`src/rtl/gpio_pkg.sv`:
```
// Shared definitions for the iomem GPIO bank.
// Holds the word offsets of the register map (iomem_addr[7:2]), the default
// block select value for iomem_addr[31:24], and a byte-lane mask helper.
package gpio_pkg;

  localparam logic [7:0] GPIO_BASE_ADDR = 8'h03;

  localparam logic [5:0] GPIO_OFS_OUT  = 6'h00;
  localparam logic [5:0] GPIO_OFS_DIR  = 6'h01;
  localparam logic [5:0] GPIO_OFS_IN   = 6'h02;
  localparam logic [5:0] GPIO_OFS_MASK = 6'h03;
  localparam logic [5:0] GPIO_OFS_EDGE = 6'h04;
  localparam logic [5:0] GPIO_OFS_PEND = 6'h05;
  localparam logic [5:0] GPIO_OFS_SET  = 6'h06;
  localparam logic [5:0] GPIO_OFS_CLR  = 6'h07;
  localparam logic [5:0] GPIO_OFS_TGL  = 6'h08;

  // Expand the 4 byte strobes into a 32-bit bit mask.
  function automatic logic [31:0] gpio_lane_mask(input logic [3:0] wstrb);
    logic [31:0] m;
    m = '0;
    for (int unsigned i = 0; i < 4; i++) begin
      m[i*8 +: 8] = {8{wstrb[i]}};
    end
    return m;
  endfunction

endpackage

```
`src/rtl/gpio_sync_edge.sv`:
```
// Input synchroniser and edge detector for one GPIO bank.
// Ports:
//   clk, reset  - system clock, synchronous active-high reset
//   din         - asynchronous pad inputs
//   edge_rise   - per-pin edge select, 1 = rising, 0 = falling
//   sync        - synchronised input value (STAGES cycles of latency)
//   evt         - one-cycle per-pin edge event
module gpio_sync_edge #(
  parameter int unsigned WIDTH  = 32,
  parameter int unsigned STAGES = 2
) (
  input  logic             clk,
  input  logic             reset,
  input  logic [WIDTH-1:0] din,
  input  logic [WIDTH-1:0] edge_rise,
  output logic [WIDTH-1:0] sync,
  output logic [WIDTH-1:0] evt
);

  logic [WIDTH-1:0] sync_q [STAGES];
  logic [WIDTH-1:0] sync_d [STAGES];
  logic [WIDTH-1:0] prev_q, prev_d;

  always_comb begin
    sync_d[0] = din;
    for (int unsigned i = 1; i < STAGES; i++) begin
      sync_d[i] = sync_q[i-1];
    end
    prev_d = sync_q[STAGES-1];
  end

  always_ff @(posedge clk) begin
    if (reset) begin
      for (int unsigned i = 0; i < STAGES; i++) begin
        sync_q[i] <= '0;
      end
      prev_q <= '0;
    end else begin
      for (int unsigned i = 0; i < STAGES; i++) begin
        sync_q[i] <= sync_d[i];
      end
      prev_q <= prev_d;
    end
  end

  assign sync = sync_q[STAGES-1];
  assign evt  = (edge_rise & sync & ~prev_q) | (~edge_rise & ~sync & prev_q);

endmodule

```
`src/rtl/iomem_gpio_bank.sv`:
```
// GPIO peripheral for the picosoc iomem bus: output, direction, synchronised
// input readback and per-pin edge interrupts with mask and W1C pending.
// Optional macro GPIO_ATOMIC_EN adds write-only SET/CLR/TGL aliases of OUT.
// Ports:
//   clk, reset           - system clock, synchronous active-high reset
//   iomem_valid/ready    - request / one-cycle acknowledge
//   iomem_wstrb          - byte write strobes, 0 = read
//   iomem_addr/wdata     - byte address / write data
//   iomem_rdata          - read data, valid while iomem_ready=1
//   gpio_out, gpio_oe    - pad output value and enable (1 = drive)
//   gpio_in              - asynchronous pad inputs
//   irq                  - level interrupt, |(PEND & MASK) registered
module iomem_gpio_bank
  import gpio_pkg::*;
#(
  parameter int unsigned GPIO_WIDTH  = 32,
  parameter logic [7:0]  BASE_ADDR   = GPIO_BASE_ADDR,
  parameter int unsigned SYNC_STAGES = 2
) (
  input  logic                  clk,
  input  logic                  reset,
  input  logic                  iomem_valid,
  output logic                  iomem_ready,
  input  logic [3:0]            iomem_wstrb,
  input  logic [31:0]           iomem_addr,
  input  logic [31:0]           iomem_wdata,
  output logic [31:0]           iomem_rdata,
  output logic [GPIO_WIDTH-1:0] gpio_out,
  output logic [GPIO_WIDTH-1:0] gpio_oe,
  input  logic [GPIO_WIDTH-1:0] gpio_in,
  output logic                  irq
);

  localparam int unsigned W = GPIO_WIDTH;

`ifdef GPIO_ATOMIC_EN
  localparam bit ATOMIC_EN = 1'b1;
`else
  localparam bit ATOMIC_EN = 1'b0;
`endif

  logic          ready_q, ready_d;
  logic [31:0]   rdata_q, rdata_d;
  logic [W-1:0]  out_q, out_d;
  logic [W-1:0]  dir_q, dir_d;
  logic [W-1:0]  mask_q, mask_d;
  logic [W-1:0]  edge_q, edge_d;
  logic [W-1:0]  pend_q, pend_d;
  logic          irq_q, irq_d;
  logic [W-1:0]  sync_w, evt_w;

  logic          sel, wr;
  logic [5:0]    ofs;
  logic [31:0]   bmask;
  logic [W-1:0]  wbits;
  logic          addr_unused;

  assign sel         = iomem_valid && !ready_q && (iomem_addr[31:24] == BASE_ADDR);
  assign wr          = sel && (iomem_wstrb != 4'b0000);
  assign ofs         = iomem_addr[7:2];
  assign bmask       = gpio_lane_mask(iomem_wstrb);
  assign wbits       = W'(iomem_wdata & bmask);
  assign addr_unused = ^{iomem_addr[23:8], iomem_addr[1:0]};

  gpio_sync_edge #(
    .WIDTH  (W),
    .STAGES (SYNC_STAGES)
  ) u_sync_edge (
    .clk       (clk),
    .reset     (reset),
    .din       (gpio_in),
    .edge_rise (edge_q),
    .sync      (sync_w),
    .evt       (evt_w)
  );

  // Byte-lane merge of write data into an RW register.
  function automatic logic [W-1:0] lane_merge(input logic [W-1:0] old,
                                              input logic [31:0]  wd,
                                              input logic [31:0]  m);
    return W'((32'(old) & ~m) | (wd & m));
  endfunction

  always_comb begin
    ready_d = sel;
    rdata_d = '0;
    out_d   = out_q;
    dir_d   = dir_q;
    mask_d  = mask_q;
    edge_d  = edge_q;
    irq_d   = |(pend_q & mask_q);

    // Read returns the pre-write value of the addressed register.
    if (sel) begin
      case (ofs)
        GPIO_OFS_OUT:  rdata_d = 32'(out_q);
        GPIO_OFS_DIR:  rdata_d = 32'(dir_q);
        GPIO_OFS_IN:   rdata_d = 32'(sync_w);
        GPIO_OFS_MASK: rdata_d = 32'(mask_q);
        GPIO_OFS_EDGE: rdata_d = 32'(edge_q);
        GPIO_OFS_PEND: rdata_d = 32'(pend_q);
        default:       rdata_d = '0;
      endcase
    end

    if (wr) begin
      case (ofs)
        GPIO_OFS_OUT:  out_d  = lane_merge(out_q,  iomem_wdata, bmask);
        GPIO_OFS_DIR:  dir_d  = lane_merge(dir_q,  iomem_wdata, bmask);
        GPIO_OFS_MASK: mask_d = lane_merge(mask_q, iomem_wdata, bmask);
        GPIO_OFS_EDGE: edge_d = lane_merge(edge_q, iomem_wdata, bmask);
        GPIO_OFS_SET:  if (ATOMIC_EN) out_d = out_q | wbits;
        GPIO_OFS_CLR:  if (ATOMIC_EN) out_d = out_q & ~wbits;
        GPIO_OFS_TGL:  if (ATOMIC_EN) out_d = out_q ^ wbits;
        default:       ;
      endcase
    end

    // Clear first, then OR in new events so a coincident event survives.
    pend_d = pend_q;
    if (wr && (ofs == GPIO_OFS_PEND)) begin
      pend_d = pend_q & ~wbits;
    end
    pend_d = pend_d | evt_w;
  end

  always_ff @(posedge clk) begin
    if (reset) begin
      ready_q <= 1'b0;
      rdata_q <= '0;
      out_q   <= '0;
      dir_q   <= '0;
      mask_q  <= '0;
      edge_q  <= '0;
      pend_q  <= '0;
      irq_q   <= 1'b0;
    end else begin
      ready_q <= ready_d;
      rdata_q <= rdata_d;
      out_q   <= out_d;
      dir_q   <= dir_d;
      mask_q  <= mask_d;
      edge_q  <= edge_d;
      pend_q  <= pend_d;
      irq_q   <= irq_d;
    end
  end

  assign iomem_ready = ready_q;
  assign iomem_rdata = rdata_q;
  assign gpio_out    = out_q;
  assign gpio_oe     = dir_q;
  assign irq         = irq_q;

endmodule

```
`config.mk`:
```
export PLATFORM = sky130hd
export DESIGN_NAME = iomem_gpio_bank
export DESIGN_NICKNAME = d
export VERILOG_FILES = /design/src/rtl/gpio_pkg.sv /design/src/rtl/gpio_sync_edge.sv /design/src/rtl/iomem_gpio_bank.sv
export SDC_FILE = /design/constraint.sdc
export NUM_CORES = 1
export LEC_CHECK = 0
export CAP_MARGIN = 40
export CORE_MARGIN = 2
export CORE_UTILIZATION = 40
export CTS_BUF_LIST = sky130_fd_sc_hd__clkbuf_16
export DETAILED_ROUTE_END_ITERATION = 8
export GPL_TIMING_DRIVEN = 0
export PLACE_DENSITY_LB_ADDON = 0.12
export SLEW_MARGIN = 5
export SYNTH_ARGS = -nofsm -noshare
export SYNTH_HDL_FRONTEND = slang
export SYNTH_SLANG_ARGS = --single-unit
```
`constraint.sdc`:
```
create_clock -name clk -period 1.9 [get_ports clk]
set_input_delay 0.38 -clock clk [delete_from_list [all_inputs] [get_ports clk]]
set_output_delay 0.38 -clock clk [all_outputs]
set_load 0.03 [all_outputs]
```
==> impl_metrics.env <==
export IMPL_status="complete, no violations"
export IMPL_cp_depth=4
export IMPL_synth_xor_area_share=0
export IMPL_synth_adder_area_share=0
export IMPL_overflow=0
export IMPL_path_clk_slew_ns=0.06
export IMPL_fin_nets=1494
export IMPL_power_density_nw_per_um2=849
export IMPL_cp_buffers_inverters=2
export IMPL_r2r_start="iomem_ready$_SDFF_PP0_"
export IMPL_grt_pass1_wl_um=60100
export IMPL_grt_pass1_vias=9426
export IMPL_grt_util_all_layers=0.263
export IMPL_cp_arrival_ns=2.37
export IMPL_period_needed_ns=1.89
export IMPL_path_cells="clkdlybuf4s50_1 -> clkbuf_1 -> nand4_4 -> mux2i_1"
export IMPL_avgSynthCellArea_um2=10.1
export IMPL_syn_area_um2=11600
export IMPL_wirelength_um=40600
export IMPL_setup_worst_path_start="iomem_wstrb[0]"
export IMPL_cp_data_required_time_ns=2.38
export IMPL_drt_iter0_markers=1146
export IMPL_startpoint_type="input pin"
export IMPL_clk_path_buf_depth=3
export IMPL_worstSkewPairLatency_ns=0.56
export IMPL_cts_root_buffer="clkbuf_16"
export IMPL_finalMaxSlewViolations=0
export IMPL_fp_dieH_um=174
export IMPL_synth_compound_area_frac=0.131
export IMPL_rrSetupSlack_ns=0.07
export IMPL_most_common_layout_cells="dfxtp_1, nand2b_1, mux2i_1"
export IMPL_grt_max_degree=15
export IMPL_clock_skew_ns=0.0130
export IMPL_holdCritPathClass="in2reg"
export IMPL_busiest_layer="met2"
export IMPL_p_leak_nw=6.48
export IMPL_antenna_found_initial=0
export IMPL_syn_nets=1255
export IMPL_io_buffer_count=181
export IMPL_slew_headroom=0.458
export IMPL_multi_input_area_um2=5570
export IMPL_cap_violations=0
export IMPL_dr_pass1_iters=5
export IMPL_endpoint_kind="register"
export IMPL_cpPeakStageDelay_ns=0.66
export IMPL_numCtsBuffers=31
export IMPL_rows=62
export IMPL_clkSinkCount=290
export IMPL_start_util=0.406
export IMPL_drive_above_1_share=0.111
export IMPL_critPathMaxFanout=10
export IMPL_drtAntennaViolNets=0
export IMPL_seqCellArea_um2=5810
export IMPL_ir_worst_vdd_mv=0.571
export IMPL_ios=201
export IMPL_place_area_um2=13900
export IMPL_diodes=0
export IMPL_synth_distinct_cells=31
export IMPL_synth_top_family_by_area="simple AND/OR/NAND/NOR gates"
export IMPL_cts_tree="built"
export IMPL_worstSetupPathType="in2reg"
export IMPL_n_fill_cell=2594
export IMPL_synthSimpleGateAreaFrac=0.226
export IMPL_ys_seq_area_frac=0.500
export IMPL_gp_congestion=0.892
export IMPL_via_count=9818
export IMPL_syn2layout_area_growth_pct=32.6
export IMPL_fin_crit_sh=0.997
export IMPL_core_area_um2=28600
export IMPL_dpl_hpwl_um=27500
export IMPL_ff2ff_path_depth=6
export IMPL_rsz0062_at_grt="true"
export IMPL_worst_pin_slew_ns=0.813
export IMPL_setup_viol=0
export IMPL_worstHoldStart="gpio_in[23]"
export IMPL_synth_mux_area_frac=0.110
export IMPL_max_freq_mhz=528
export IMPL_total_power_mw=13.1
export IMPL_yosysWarnings=0
export IMPL_cpLargestDelayFamily="buffers and inverters"
export IMPL_use_met1=0.366
export IMPL_layout_commonest_cell="dfxtp_1"
export IMPL_die_x_um=174
export IMPL_drc=0
export IMPL_rr_endpoint="pend_q[18]$_SDFF_PP0_"
export IMPL_slowest_stage="clkbuf_1"
export IMPL_vias_per_cell=5.46
export IMPL_ctsHoldBuffers=0
export IMPL_final_area_um2=15400
export IMPL_met3_usage=0.0483
export IMPL_syn_inst=1152
export IMPL_htree_levels=1
export IMPL_use_met2=0.407
export IMPL_ys_ff_latch=290
export IMPL_wl_per_cell_um=22.6
export IMPL_dieArea_um2=30400
export IMPL_hold_viol=0
-- metal layers --
metal  wire (um)  up-vias
li1            -     4552
met1       18000     4691
met2       17900      477
met3        3170       98
met4        1500        0
met5           0        -
-- area by class of cell --
type                            count  share of cell area
Tap cell                          384              0.0312
Inverter                            1            0.000244
Multi-Input combinational cell    790               0.362
Timing Repair Buffer              207               0.131
Clock inverter                     25              0.0161
Clock buffer                       31              0.0504
Buffer                             70              0.0319
Sequential cell                   290               0.377
-- kinds of logic (layout without fill, tap and decap cells) --
kind of cell           count (synthesis)  in the layout
and+or+nand+nor                      422            422
AOI/OAI and AO/OA                    240            240
DFF                                  290            290
buffers and inverters                 72            334
muxes                                128            128
-- metrics by stage --
| step | worst slack, ns | hold WS (ns) | cells | TNS (ns) | util |
|---|---|---|---|---|---|
| after global placement | -1.31 | 0.418 | 1717 | -165.83 | 0.486 |
| after floorplan | -0.0454 | 0.414 | 1152 | -2.56 | - |
| final | 0.00562 | 0.373 | 1798 | 0 | 0.538 |
| after global routing | -0.0105 | 0.352 | 1798 | -0.0231 | 0.538 |
| after detailed placement | -1.24 | 0.423 | 1718 | -171.91 | 0.487 |
| after CTS | 0.000937 | 0.341 | 1798 | 0 | 0.533 |
-- what timing repair did --
action                                  in CTS  in global routing
endpoints found under the setup margin     289                 90
cloned                                       3                  0
gates resized for setup                    149                 32
pin swaps                                   13                 10
setup buffers                               21                  1
-- synth_stat cells --
library cell,instances,area [um2]
dfxtp_1,290,5810
nand2b_1,161,1010
mux2i_1,128,1280
a22oi_1,112,841
nor2b_1,96,601
nor2_1,66,248
a21oi_1,64,320
clkbuf_1,43,161
nand2_1,33,124
a31oi_1,32,200
nand3_1,32,160
o21ai_1,30,150
buf_2,13,65.1
nand4_4,12,255
buf_6,9,101
buf_4,6,45.0
and4_1,4,35.0
nand4_1,4,25.0
nor2_4,2,22.5
nor3_4,2,32.5
o21ai_0,2,10.0
or4_1,2,15.0
and4b_1,1,10.0
inv_1,1,3.75
nand3b_4,1,20.0
nor2_8,1,20.0
nor3b_2,1,12.5
nor4_1,1,6.26
or2_2,1,6.26
or4_4,1,11.3
or4b_4,1,13.8
-- worst register-to-register path: cells and delay by family, from the launching register on --
| family | cells | cell delay (ns) |
|---|---|---|
| and+or+nand+nor | 2 | 0.52 |
| buffers and inverters | 2 | 0.63 |
| DFF | 1 | 0.30 |
| AOI/OAI and AO/OA | 2 | 0.25 |
-- report_power, final --
| part | switching, mW | leakage, nW | internal (mW) |
|---|---|---|---|
| registers | 0.0766 | 2.35 | 6.19 |
| logic | 0.377 | 3.61 | 0.324 |
| clock network | 2.48 | 0.524 | 3.63 |
| total | 2.93 | 6.48 | 10.1 |
-- worst min-delay path by stage --
stage | slack [ns] | end | depth (start not counted)
2_1_floorplan | 0.41 | u_sync_edge.sync_q[0][32]$_SDFF_PP0_ | 1
3_3_place_gp | 0.42 | u_sync_edge.sync_q[0][41]$_SDFF_PP0_ | 1
3_5_place_dp | 0.42 | u_sync_edge.sync_q[0][41]$_SDFF_PP0_ | 1
4_1_cts | 0.34 | u_sync_edge.sync_q[0][61]$_SDFF_PP0_ | 2
5_1_grt | 0.35 | u_sync_edge.prev_q[30]$_SDFF_PP0_ | 2
6_report | 0.37 | u_sync_edge.sync_q[0][23]$_SDFF_PP0_ | 2
No activity file was read; power rests on OpenSTA's default activity.
